$ cat config.mk
export PLATFORM = sky130hd
export DESIGN_NAME = ss_display
export DESIGN_NICKNAME = d
export VERILOG_FILES = /design/src/rtl/ss_display.sv
export SDC_FILE = /design/constraint.sdc
export NUM_CORES = 1
export LEC_CHECK = 0
export CAP_MARGIN = 20
export CORE_UTILIZATION = 50
export CTS_BUF_LIST = sky130_fd_sc_hd__clkbuf_4
export DETAILED_ROUTE_END_ITERATION = 10
export PLACE_DENSITY_LB_ADDON = 0.12
export SLEW_MARGIN = 20
export SYNTH_ARGS = -nofsm -noshare
export SYNTH_HDL_FRONTEND = slang
export SYNTH_SLANG_ARGS = --single-unit
$ cat constraint.sdc
create_clock -name clk -period 2.7 [get_ports clk]
set_clock_uncertainty 0.15 [all_clocks]
set_input_delay 0.54 -clock clk [delete_from_list [all_inputs] [get_ports clk]]
set_output_delay 0.54 -clock clk [all_outputs]
set_load 0.03 [all_outputs]
$ cat src/rtl/ss_display.sv
`default_nettype none
// ============================================================================
// Module      : ss_display
// Description : Captures a signed 8-bit product, converts its magnitude to
//               BCD with a shift-add-3 sequencer and scans it onto a 4-digit
//               active-low seven-segment display with sign and leading-zero
//               blanking.
// Revision    : 1.0 - initial release
// ============================================================================
module ss_display #(
   parameter int unsigned REFRESH_DIV = 50000
) (
   input  logic       clk,
   input  logic       rst,
   input  logic       done,
   input  logic [7:0] result,
   output logic       busy,
   output logic [6:0] seg,
   output logic [3:0] an
);

   localparam logic [1:0] S_IDLE = 2'd0;
   localparam logic [1:0] S_CONV = 2'd1;
   localparam logic [1:0] S_SHOW = 2'd2;

   localparam int unsigned CNT_W = (REFRESH_DIV > 1) ? $clog2(REFRESH_DIV) : 1;
   localparam logic [CNT_W-1:0] CNT_MAX = CNT_W'(REFRESH_DIV - 1);

   // Internal digit codes: 0..9 are decimal digits, plus dash and blank.
   localparam logic [3:0] CODE_DASH  = 4'd10;
   localparam logic [3:0] CODE_BLANK = 4'd15;

   logic [1:0]       state_q, state_d;
   logic             sign_q;
   logic [7:0]       mag_q;
   logic [11:0]      bcd_q;
   logic [2:0]       iter_q;
   logic [3:0]       disp_h_q, disp_t_q, disp_o_q;
   logic             disp_sign_q;
   logic [CNT_W-1:0] refresh_q;
   logic [1:0]       digit_q;

   logic [11:0]      bcd_adj_d;
   logic [11:0]      bcd_next_d;
   logic [3:0]       code_d;

   // Add 3 to every BCD nibble that is 5 or more before the next shift.
   always_comb begin
      bcd_adj_d = bcd_q;
      for (int i = 0; i < 3; i++) begin
         if (bcd_q[i*4 +: 4] >= 4'd5) begin
            bcd_adj_d[i*4 +: 4] = bcd_q[i*4 +: 4] + 4'd3;
         end
      end
   end

   assign bcd_next_d = {bcd_adj_d[10:0], mag_q[7]};

   // FSM state register.
   always_ff @(posedge clk or negedge rst) begin
      if (!rst) begin
         state_q <= S_IDLE;
      end else begin
         state_q <= state_d;
      end
   end

   // FSM next-state logic; done is only honoured outside a conversion.
   always_comb begin
      state_d = state_q;
      case (state_q)
         S_IDLE, S_SHOW: if (done) state_d = S_CONV;
         S_CONV:         if (iter_q == 3'd7) state_d = S_SHOW;
         default:        state_d = S_IDLE;
      endcase
   end

   // FSM outputs.
   always_comb begin
      busy = (state_q == S_CONV);
   end

   // Conversion datapath: capture, eight shift steps, atomic display update.
   always_ff @(posedge clk or negedge rst) begin
      if (!rst) begin
         sign_q      <= 1'b0;
         mag_q       <= 8'd0;
         bcd_q       <= 12'd0;
         iter_q      <= 3'd0;
         disp_h_q    <= 4'd0;
         disp_t_q    <= 4'd0;
         disp_o_q    <= 4'd0;
         disp_sign_q <= 1'b0;
      end else begin
         case (state_q)
            S_CONV: begin
               {bcd_q, mag_q} <= {bcd_adj_d[10:0], mag_q, 1'b0};
               iter_q         <= iter_q + 3'd1;
               if (iter_q == 3'd7) begin
                  disp_h_q    <= bcd_next_d[11:8];
                  disp_t_q    <= bcd_next_d[7:4];
                  disp_o_q    <= bcd_next_d[3:0];
                  disp_sign_q <= sign_q;
               end
            end
            default: begin
               if (done) begin
                  // Two's-complement negate; 8'h80 maps to 128 unsigned.
                  sign_q <= result[7];
                  mag_q  <= result[7] ? (~result + 8'd1) : result;
                  bcd_q  <= 12'd0;
                  iter_q <= 3'd0;
               end
            end
         endcase
      end
   end

   // Free-running scan: hold each digit for REFRESH_DIV cycles.
   always_ff @(posedge clk or negedge rst) begin
      if (!rst) begin
         refresh_q <= '0;
         digit_q   <= 2'd0;
      end else if (refresh_q == CNT_MAX) begin
         refresh_q <= '0;
         digit_q   <= digit_q + 2'd1;
      end else begin
         refresh_q <= refresh_q + 1'b1;
      end
   end

   // Select the code of the scanned digit with sign and leading-zero blanking.
   always_comb begin
      code_d = CODE_BLANK;
      case (digit_q)
         2'd0: code_d = disp_o_q;
         2'd1: code_d = (disp_h_q == 4'd0 && disp_t_q == 4'd0) ? CODE_BLANK : disp_t_q;
         2'd2: code_d = (disp_h_q == 4'd0) ? CODE_BLANK : disp_h_q;
         2'd3: code_d = disp_sign_q ? CODE_DASH : CODE_BLANK;
         default: code_d = CODE_BLANK;
      endcase
   end

   // Active-low segment decoder, {g,f,e,d,c,b,a}.
   always_comb begin
      seg = 7'b1111111;
      case (code_d)
         4'd0:    seg = 7'b1000000;
         4'd1:    seg = 7'b1111001;
         4'd2:    seg = 7'b0100100;
         4'd3:    seg = 7'b0110000;
         4'd4:    seg = 7'b0011001;
         4'd5:    seg = 7'b0010010;
         4'd6:    seg = 7'b0000010;
         4'd7:    seg = 7'b1111000;
         4'd8:    seg = 7'b0000000;
         4'd9:    seg = 7'b0010000;
         4'd10:   seg = 7'b0111111;
         default: seg = 7'b1111111;
      endcase
   end

   assign an = ~(4'b0001 << digit_q);

endmodule
`default_nettype wire

==> results of run 1 <==
## path summary, 6_finish.rpt
check / to / slack (ns) / cells after the start
max in group asynchronous: refresh_q[6] / 1.31 / 3
setup / recovery: seg[0] / -0.33 / 9
setup reg to reg: disp_sign_q / 0.84 / 4
hold / removal: disp_o_q[2] / 0.33 / 2
min in group asynchronous: refresh_q[10] / 0.51 / 2
hold reg to reg: disp_o_q[2] / 0.33 / 2
## layout by cell type (no fill, tap or decap), types with 3 or more instances in the layout
cell type / n
ha_1: 14
and3_1: 4
nand2b_1: 6
nor3_1: 8
ha_4: 3
nand2b_4: 3
dfrtp_1: 57
nor2_1: 24
nor2b_1: 3
clkdlybuf4s50_1: 12
buf_4: 33
clkbuf_4: 11
o21ai_0: 35
xor2_1: 11
xnor2_1: 13
o211ai_1: 5
mux2i_1: 4
inv_1: 19
a21oi_1: 21
mux2_2: 6
nand3_1: 20
buf_6: 3
nand2_1: 35
nor3b_1: 3
o31ai_1: 4
## logic make-up (layout without fill, tap and decap cells)
kind of cell | Yosys count | count (layout)
adder cells (fa/ha/maj) | 18 | 18
buffers and inverters | 35 | 89
multiplexers | 10 | 10
AO/OA/AOI/OAI | 83 | 83
AND/OR/NAND/NOR | 117 | 117
XOR/XNOR | 24 | 24
flip-flops | 57 | 57
## report_power, final
group          leakage [uW]  internal (uW)  switching (uW)  total, uW
sequential         0.000736           1100             193       1290
clock             0.0000601            199             309        508
combinational       0.00101            906            1110       2020
total               0.00180           2200            1610       3810
## per-layer routing
metal / global-route usage [%] / wire length (um) / vias up
met5: 0 / 0 / -
met4: 9.12 / 112 / 0
met3: 5.78 / 201 / 11
met2: 36.1 / 3020 / 38
met1: 29.7 / 3040 / 1182
li1: - / - / 1287
## timing repair
| item | CTS | global route |
|---|---|---|
| hold buffers | 1 | 0 |
| resized for setup | 18 | 6 |
| setup endpoints to repair | 8 | 8 |
| pin swaps | 11 | 4 |
| endpoints found under the hold margin | 22 | 0 |
| gates cloned | 0 | 0 |
| buffers inserted | 11 | 0 |
## state kept, by name, summed over array words and instances, names as in the netlist
name         cells
refresh_q       16
bcd_q           12
mag_q            8
disp_h_q         4
disp_o_q         4
disp_t_q         4
iter_q           3
digit_q          2
state_q          2
disp_sign_q      1
sign_q           1
## per-stage QoR
stage	utilization (%)	setup TNS, ns	worst slack, ns	area (um2)
2_1_floorplan	-	-0.172	-0.0478	3210
3_3_place_gp	59.6	0	0.0193	3590
3_5_place_dp	59.6	-0.00504	-0.00504	3590
4_1_cts	64.1	-2.29	-0.372	3860
5_1_grt	64.7	-3.27	-0.493	3900
6_report	64.7	-2.18	-0.331	3900
## worst reg2reg max path, cell delays in order, from the launching register on
cell and delay [ns]:
dfrtp_1 0.40, ha_1 0.20, ha_1 0.23, nand2_1 0.38, mux2_2 0.39
## area by class of cell
class                           count  area, um2  area share [%]
Clock buffer                       11       82.6            2.12
Clock inverter                      4       21.3           0.546
Inverter                           22       85.1            2.18
Multi-Input combinational cell    252       1740            44.6
Sequential cell                    57       1430            36.6
Tap cell                           75       93.8            2.41
Timing Repair Buffer               52        449            11.5
==> flow_summary.ini, run 1 <==
[final_layout]
fin_nets = 423
areaGrowthSynthToFinish_pct = 22.0
drive_gt1_share_pct = 20.4
n_antenna_cell = 0
fin_cells = 473
fillers = 525

[sta]
post-route-min-period_ns = 3.03
hold_violations = 0
timing.final.crit_share_pct = 112
max_freq_ghz = 0.330
whs_ns = 0.325
setup_viol = 7
slew_headroom_pct = 63.0
setup_ws_ns = -0.331
worst_pin_slew_ns = 0.555
maxSlewViolCount = 0
rsz0062_at_grt = yes

[setup_path]
worstPathArrival_ns = 2.34
path_buf_inv = 2
crit_slowest_cell = dfrtp_1
cp_max_fo = 5
max_stage_delay_ns = 0.41
cp.required_ns = 2.01
endpoint_kind = output port
r2r_start = iter_q[0]
crit_path_start_kind = flip-flop
path_class = flip-flop to output port
path_cells = nor4_4 -> a21oi_2 -> o211a_1 -> a21o_1 -> buf_6 -> ha_4 -> nand2_1 -> o211ai_1 -> buf_4
critical_path.startpoint = disp_h_q[0]
critPathTopFamily = compound AO/OA/AOI/OAI gates

[yosys]
synthAdderAreaFrac_pct = 7.05
synthArstFlopShare_pct = 100
synth_top_family_by_area = simple AND/OR/NAND/NOR gates
synth_seq_area_share_pct = 44.6
synth_compound_area_share_pct = 15.8
synth_xor_area_share_pct = 6.58
syn_area_mm2 = 0.00320
syn_nets = 373
syn-instance-count = 344
synthTopCellsByCount = dfrtp_1 (57), o21ai_0 (37), nand2_1 (36)
synth_top_area_share_pct = 44.6
synth-main-ff-cell = dfrtp_1
yosysWarnings = 0
postSynthAreaPerCell_um2 = 9.29
synth_area_leaders = dfrtp_1 (45%), ha_1 (7.0%), o21ai_0 (5.8%)
synth_area_leader_cell = dfrtp_1
ys_types = 38
synth_simple_gate_area_share_pct = 18.3
synthMuxAreaShare_pct = 3.37
synth_most_common_cell = dfrtp_1
ys_ff_latch = 57
synth-edff-count = 0

[outcome]
violations = setup timing
status = finished, violations left

[power]
leakage_uw = 0.00180
max-vdd-ir-drop_mv = 0.897
power_density_mw_per_mm2 = 979
p_total_uw = 3810

[floorplanning]
die_h_um = 81.9
rows = 28
ios = 23
start_util_pct = 53.0
die_w_um = 81.9
core_region_area_mm2 = 0.00603
die_area_mm2 = 0.00671

[placement]
portBuffers = 22
dp_cells = 446
place_congestion = 0.838
place_hpwl_mm = 4.56

[clock_tree]
htreeDepth = 3
cts_buffers = 9
tritoncts = built
cts_root_buf = clkbuf_4
clk-insertion-delay-late_ns = 0.40
cts_sinks = 57
clkTransAtPathRegs_ns = 0.10
cts_buffer_depth = 2

[global_routing]
grt_max_degree = 36
antenna_found_initial = 0
grt_pass1_vias = 2466
grt_pass1_wl_mm = 11.3
grt_overflow = 0
gr-usage-all-layers_pct = 22.8

[route]
drtPass1Iterations = 4
drt_wl_total_mm = 6.37
final_antenna_net_count = 0
vias = 2518
drc_errors = 0
detail_route.vias_per_cell = 5.32
avgRoutedWirePerCell_um = 13.5
drtIter0Drc = 97

[flow_run]
max-cap-violations = 0

[min_path]
hold_path_startpoint = disp_o_q[2]
hold_path.class = flip-flop to flip-flop
(Power assumes the default switching activity.)
==> inputs of run 2 (changes only) <==
Settings changed: SETUP_SLACK_MARGIN from default to 0.15.
==> flow_summary.ini, run 2 (synthesized netlist as in run 1, its figures left out) <==
[outcome]
status = finished, violations left
violations = setup timing

[floorplanning]
die_area_mm2 = 0.00671
rows = 28
start_util_pct = 53.0
core_region_area_mm2 = 0.00603
die_h_um = 81.9
die_w_um = 81.9
ios = 23

[min_path]
hold_path_startpoint = mag_q[2]
hold_path.class = flip-flop to flip-flop

[power]
swShare_pct = 39.7
power_density_mw_per_mm2 = 1050
seqPwrFrac_pct = 30.7
leakage_uw = 0.00187
p_total_uw = 4260
clockPowerShare_pct = 18.2
intPower_uw = 2570
combPwrFrac_pct = 51.0
max-vdd-ir-drop_mv = 0.817
power_switching_uw = 1690

[global_routing]
antenna_found_initial = 0
grt_pass1_wl_mm = 11.2
gr-usage-all-layers_pct = 22.6
grt_pass1_vias = 2426
grt_max_degree = 30
grt_overflow = 0

[route]
drtPass1Iterations = 4
final_antenna_net_count = 0
vias = 2562
drtIter0Drc = 94
avgRoutedWirePerCell_um = 14.5
detail_route.vias_per_cell = 5.35
drt_wl_total_mm = 6.96
drc_errors = 0

[final_layout]
largest_reg_flops = 16
areaGrowthSynthToFinish_pct = 26.9
final_cell_mix = dfrtp_1 (56), o21ai_0 (35), buf_4 (35), nand2_1 (34), nor2_1 (24)
fin_nets = 428
fin_area_mm2 = 0.00405
fillers = 486
regMostFlops = refresh_q
top_regs = refresh_q (16), bcd_q (12), mag_q (8)
n_antenna_cell = 0
multi_input_area_mm2 = 0.00177
drive_gt1_share_pct = 23.5
ff_latch_area_mm2 = 0.00143
final_common_cell = dfrtp_1

[clock_tree]
cts_buffers = 9
cts_root_buf = clkbuf_4
clkTransAtPathRegs_ns = 0.09
cts_buffer_depth = 2
htreeDepth = 3
cts_sinks = 57
tritoncts = built
clk-insertion-delay-late_ns = 0.38

[setup_path]
r2r_start = bcd_q[4]
worstPathArrival_ns = 2.37
r2r_setup_slack_ns = 0.82
endpoint_kind = output port
path_class = flip-flop to output port
cp.required_ns = 2.01
cp_max_fo = 5
crit_path_start_kind = flip-flop
critical_path.startpoint = disp_t_q[2]

[sta]
fin_setup_tns_ns = -2.32
post-route-min-period_ns = 3.06
rsz0062_at_grt = yes
worst_pin_slew_ns = 0.446
slew_headroom_pct = 70.2
setup_viol = 7
maxSlewViolCount = 0
hold_violations = 0
max_freq_ghz = 0.327
timing.final.crit_share_pct = 113
whs_ns = 0.335
setup_ws_ns = -0.361

[flow_run]
max-cap-violations = 0

[placement]
place_area_mm2 = 0.00357
portBuffers = 22
place_congestion = 0.783
pre_cts_slack_ns = 0.0310
place_hpwl_mm = 4.50
run 2: cell count changes in the layout (fill, tap and decap cells not counted), sizes merged:
cell	before	now
dlygate4sd2	0	2
clkinv	3	4
buf	38	43
bufinv	0	3
clkbuf	11	9
clkdlybuf4s50	12	10
clkinvlp	1	0
run 2: cell type report:
| cell class | instances | share of cell area, % |
|---|---|---|
| inverters | 22 | 2.10 |
| flip-flops and latches | 57 | 35.2 |
| multi-input cells | 252 | 43.6 |
| clock buffers | 9 | 1.67 |
| repair buffers | 57 | 12.4 |
| clock inverters | 7 | 2.69 |
| well taps | 75 | 2.31 |
run 2: through the flow:
step | utilization (%) | std cells
floorplan | - | 344
global placement | 59.3 | 442
detailed placement | 59.3 | 442
CTS | 65.1 | 470
global route | 67.3 | 479
finish | 67.3 | 479
run 2: what timing repair did:
action                                 in CTS  in global routing
setup buffers                              11                  9
hold buffers                                1                  0
setup endpoints to repair                   9                  8
cloned                                      0                  0
resized for setup                          17                 12
endpoints found under the hold margin      10                  0
pin swaps                                  11                  7
run 2: per-layer routing:
layer | part of all wire, % | GRT usage [%] | vias to the layer above
met1 | 46 | 28.0 | 1231
met5 | 0 | 0 | -
met4 | 1.2 | 8.07 | 0
met2 | 51 | 38.2 | 28
met3 | 2.1 | 5.33 | 7
li1 | - | - | 1296
run 2: critical path: stages, from the launching register on:
cell and delay (ns):
dfrtp_1 0.45, nor4_4 0.26, buf_4 0.17, a21oi_1 0.08, o211ai_2 0.31, buf_4 0.18
inv_1 0.04, ha_1 0.17, nand2_1 0.06, o211ai_1 0.08, buf_4 0.18
run 2: worst paths after layout:
check	cells after the start	end
setup reg to reg	6	bcd_q[6]
hold / removal	2	mag_q[3]
setup / recovery	10	seg[0]
max in group asynchronous	3	mag_q[2]
min in group asynchronous	2	bcd_q[1]
hold reg to reg	2	mag_q[3]
run 2: power groups by stage:
stage                     logic (uW)  registers [uW]  clock network, uW
after floorplan                 1280            1260                  0
after global placement          1700            1300                  0
after detailed placement        1740            1310                  0
after CTS                       2000            1300                794
after global routing            2380            1340                834
final                           2170            1310                777
==> inputs of run 3 (changes only) <==
Settings changed: CTS_CLUSTER_DIAMETER from default to 40, DONT_BUFFER_PORTS from default to 1, GPL_ROUTABILITY_DRIVEN from default to 0.
==> flow_summary.ini, run 3 (synthesized netlist as in run 1, its figures left out) <==
[final_layout]
n_antenna_cell = 0
multi_input_area_mm2 = 0.00175
regMostFlops = refresh_q
top_regs = refresh_q (16), bcd_q (12), mag_q (8)
final_cell_mix = dfrtp_1 (56), o21ai_0 (35), nand2_1 (34), buf_4 (25), nor2_1 (24)
largest_reg_flops = 16
fin_util_pct = 62.5
drive_gt1_share_pct = 21.1
final_common_cell = dfrtp_1
fin_nets = 404
fin_area_mm2 = 0.00377
fillers = 498
areaGrowthSynthToFinish_pct = 17.9
ff_latch_area_mm2 = 0.00143

[flow_run]
max-cap-violations = 0

[placement]
pre_cts_slack_ns = 0.0556
place_hpwl_mm = 4.24
place_area_mm2 = 0.00341
portBuffers = 0

[sta]
setup_viol = 7
slew_headroom_pct = 58.3
whs_ns = 0.0875
timing.final.crit_share_pct = 114
setup_ws_ns = -0.368
max_freq_ghz = 0.326
worst_pin_slew_ns = 0.624
hold_violations = 0
rsz0062_at_grt = yes
maxSlewViolCount = 0
fin_setup_tns_ns = -2.05
post-route-min-period_ns = 3.07

[floorplanning]
die_w_um = 81.9
die_h_um = 81.9
die_area_mm2 = 0.00671
start_util_pct = 53.0
rows = 28
core_region_area_mm2 = 0.00603
ios = 23

[setup_path]
worstPathArrival_ns = 2.38
endpoint_kind = output port
cp_max_fo = 5
crit_slowest_cell = dfrtp_1
max_stage_delay_ns = 0.42
path_class = flip-flop to output port
path_cells = nor4_4 -> buf_4 -> a21oi_2 -> o211a_1 -> a21o_1 -> buf_4 -> ha_2 -> nand2_2 -> o211ai_1 -> buf_4
cpMostUsedCell = buf_4
cp.required_ns = 2.01
crit_path_start_kind = flip-flop

[clock_tree]
clk-insertion-delay-late_ns = 0.39
cts_buffer_depth = 2
htreeDepth = 3
cts_sinks = 57
cts_root_buf = clkbuf_4
tritoncts = built
clkTransAtPathRegs_ns = 0.09
cts_buffers = 9

[global_routing]
grt_max_degree = 58
grt_overflow = 0
grt_pass1_vias = 2219
gr-usage-all-layers_pct = 20.4
antenna_found_initial = 0
grt_pass1_wl_mm = 10.1

[power]
max-vdd-ir-drop_mv = 0.816
leakage_uw = 0.00173
power_density_mw_per_mm2 = 1030

[route]
drc_errors = 0
vias = 2471
final_antenna_net_count = 0
drt_wl_total_mm = 6.36
drtPass1Iterations = 4
detail_route.vias_per_cell = 5.44
drtIter0Drc = 87
avgRoutedWirePerCell_um = 14.0

[outcome]
status = finished, violations left
violations = setup timing

[min_path]
hold_path.class = input port to flip-flop
-- run 3: cell type report --
class                           instances  share of cell area, %
Multi-Input combinational cell        252                   46.5
Sequential cell                        57                   37.9
Timing Repair Buffer                   33                   7.77
Tap cell                               75                   2.49
Inverter                               22                   2.19
Clock buffer                            9                   1.79
Clock inverter                          6                   1.33
-- run 3: stage by stage --
stage / instances / total power, uW
finish: 454 / 3870
global route: 454 / 4160
CTS: 446 / 3730
detailed placement: 424 / 2990
global placement: 424 / 2940
floorplan: 344 / 2550
-- run 3: worst paths after layout --
path	start	endpoint	slack (ns)	cells after the start
worst max-delay path	disp_h_q[2]	seg[0]	-0.37	10
worst min-delay path	done	bcd_q[0]	0.09	1
worst max register to register	iter_q[0]	disp_sign_q	0.85	5
worst min register to register	disp_o_q[2]	disp_o_q[2]	0.34	2
max in group asynchronous	rst	disp_t_q[3]	1.62	2
min in group asynchronous	rst	bcd_q[1]	0.53	2
-- run 3: repair_timing --
| action | in CTS | in global routing |
|---|---|---|
| setup endpoints to repair | 7 | 7 |
| setup buffers | 5 | 8 |
| hold endpoints to repair | 57 | 0 |
| hold buffers | 2 | 0 |
| pin swaps | 8 | 9 |
| resized for setup | 9 | 19 |
-- run 3: where the power goes --
group | total, uW | internal (uW) | switching, uW | leakage, uW
Sequential | 1300 | 1100 | 200 | 0.000735
Clock | 556 | 264 | 292 | 0.0000657
Combinational | 2020 | 899 | 1120 | 0.000925
Total | 3870 | 2260 | 1610 | 0.00173
-- run 3: per-layer routing --
metal | GRT usage (%) | up-vias | share of wire [%]
met5 | 0 | - | 0
met4 | 6.84 | 0 | 1.4
met3 | 6.00 | 9 | 2.8
met2 | 33.2 | 27 | 49
met1 | 25.7 | 1192 | 47
li1 | - | 1243 | -
-- run 3: critical path, delay by kind of cell (launching register included) --
family                     cells  cell delay [ns]
AOI/OAI and AO/OA              4             0.58
adders and majority gates      1             0.16
buffers and inverters          3             0.52
DFF                            1             0.42
and+or+nand+nor                2             0.31
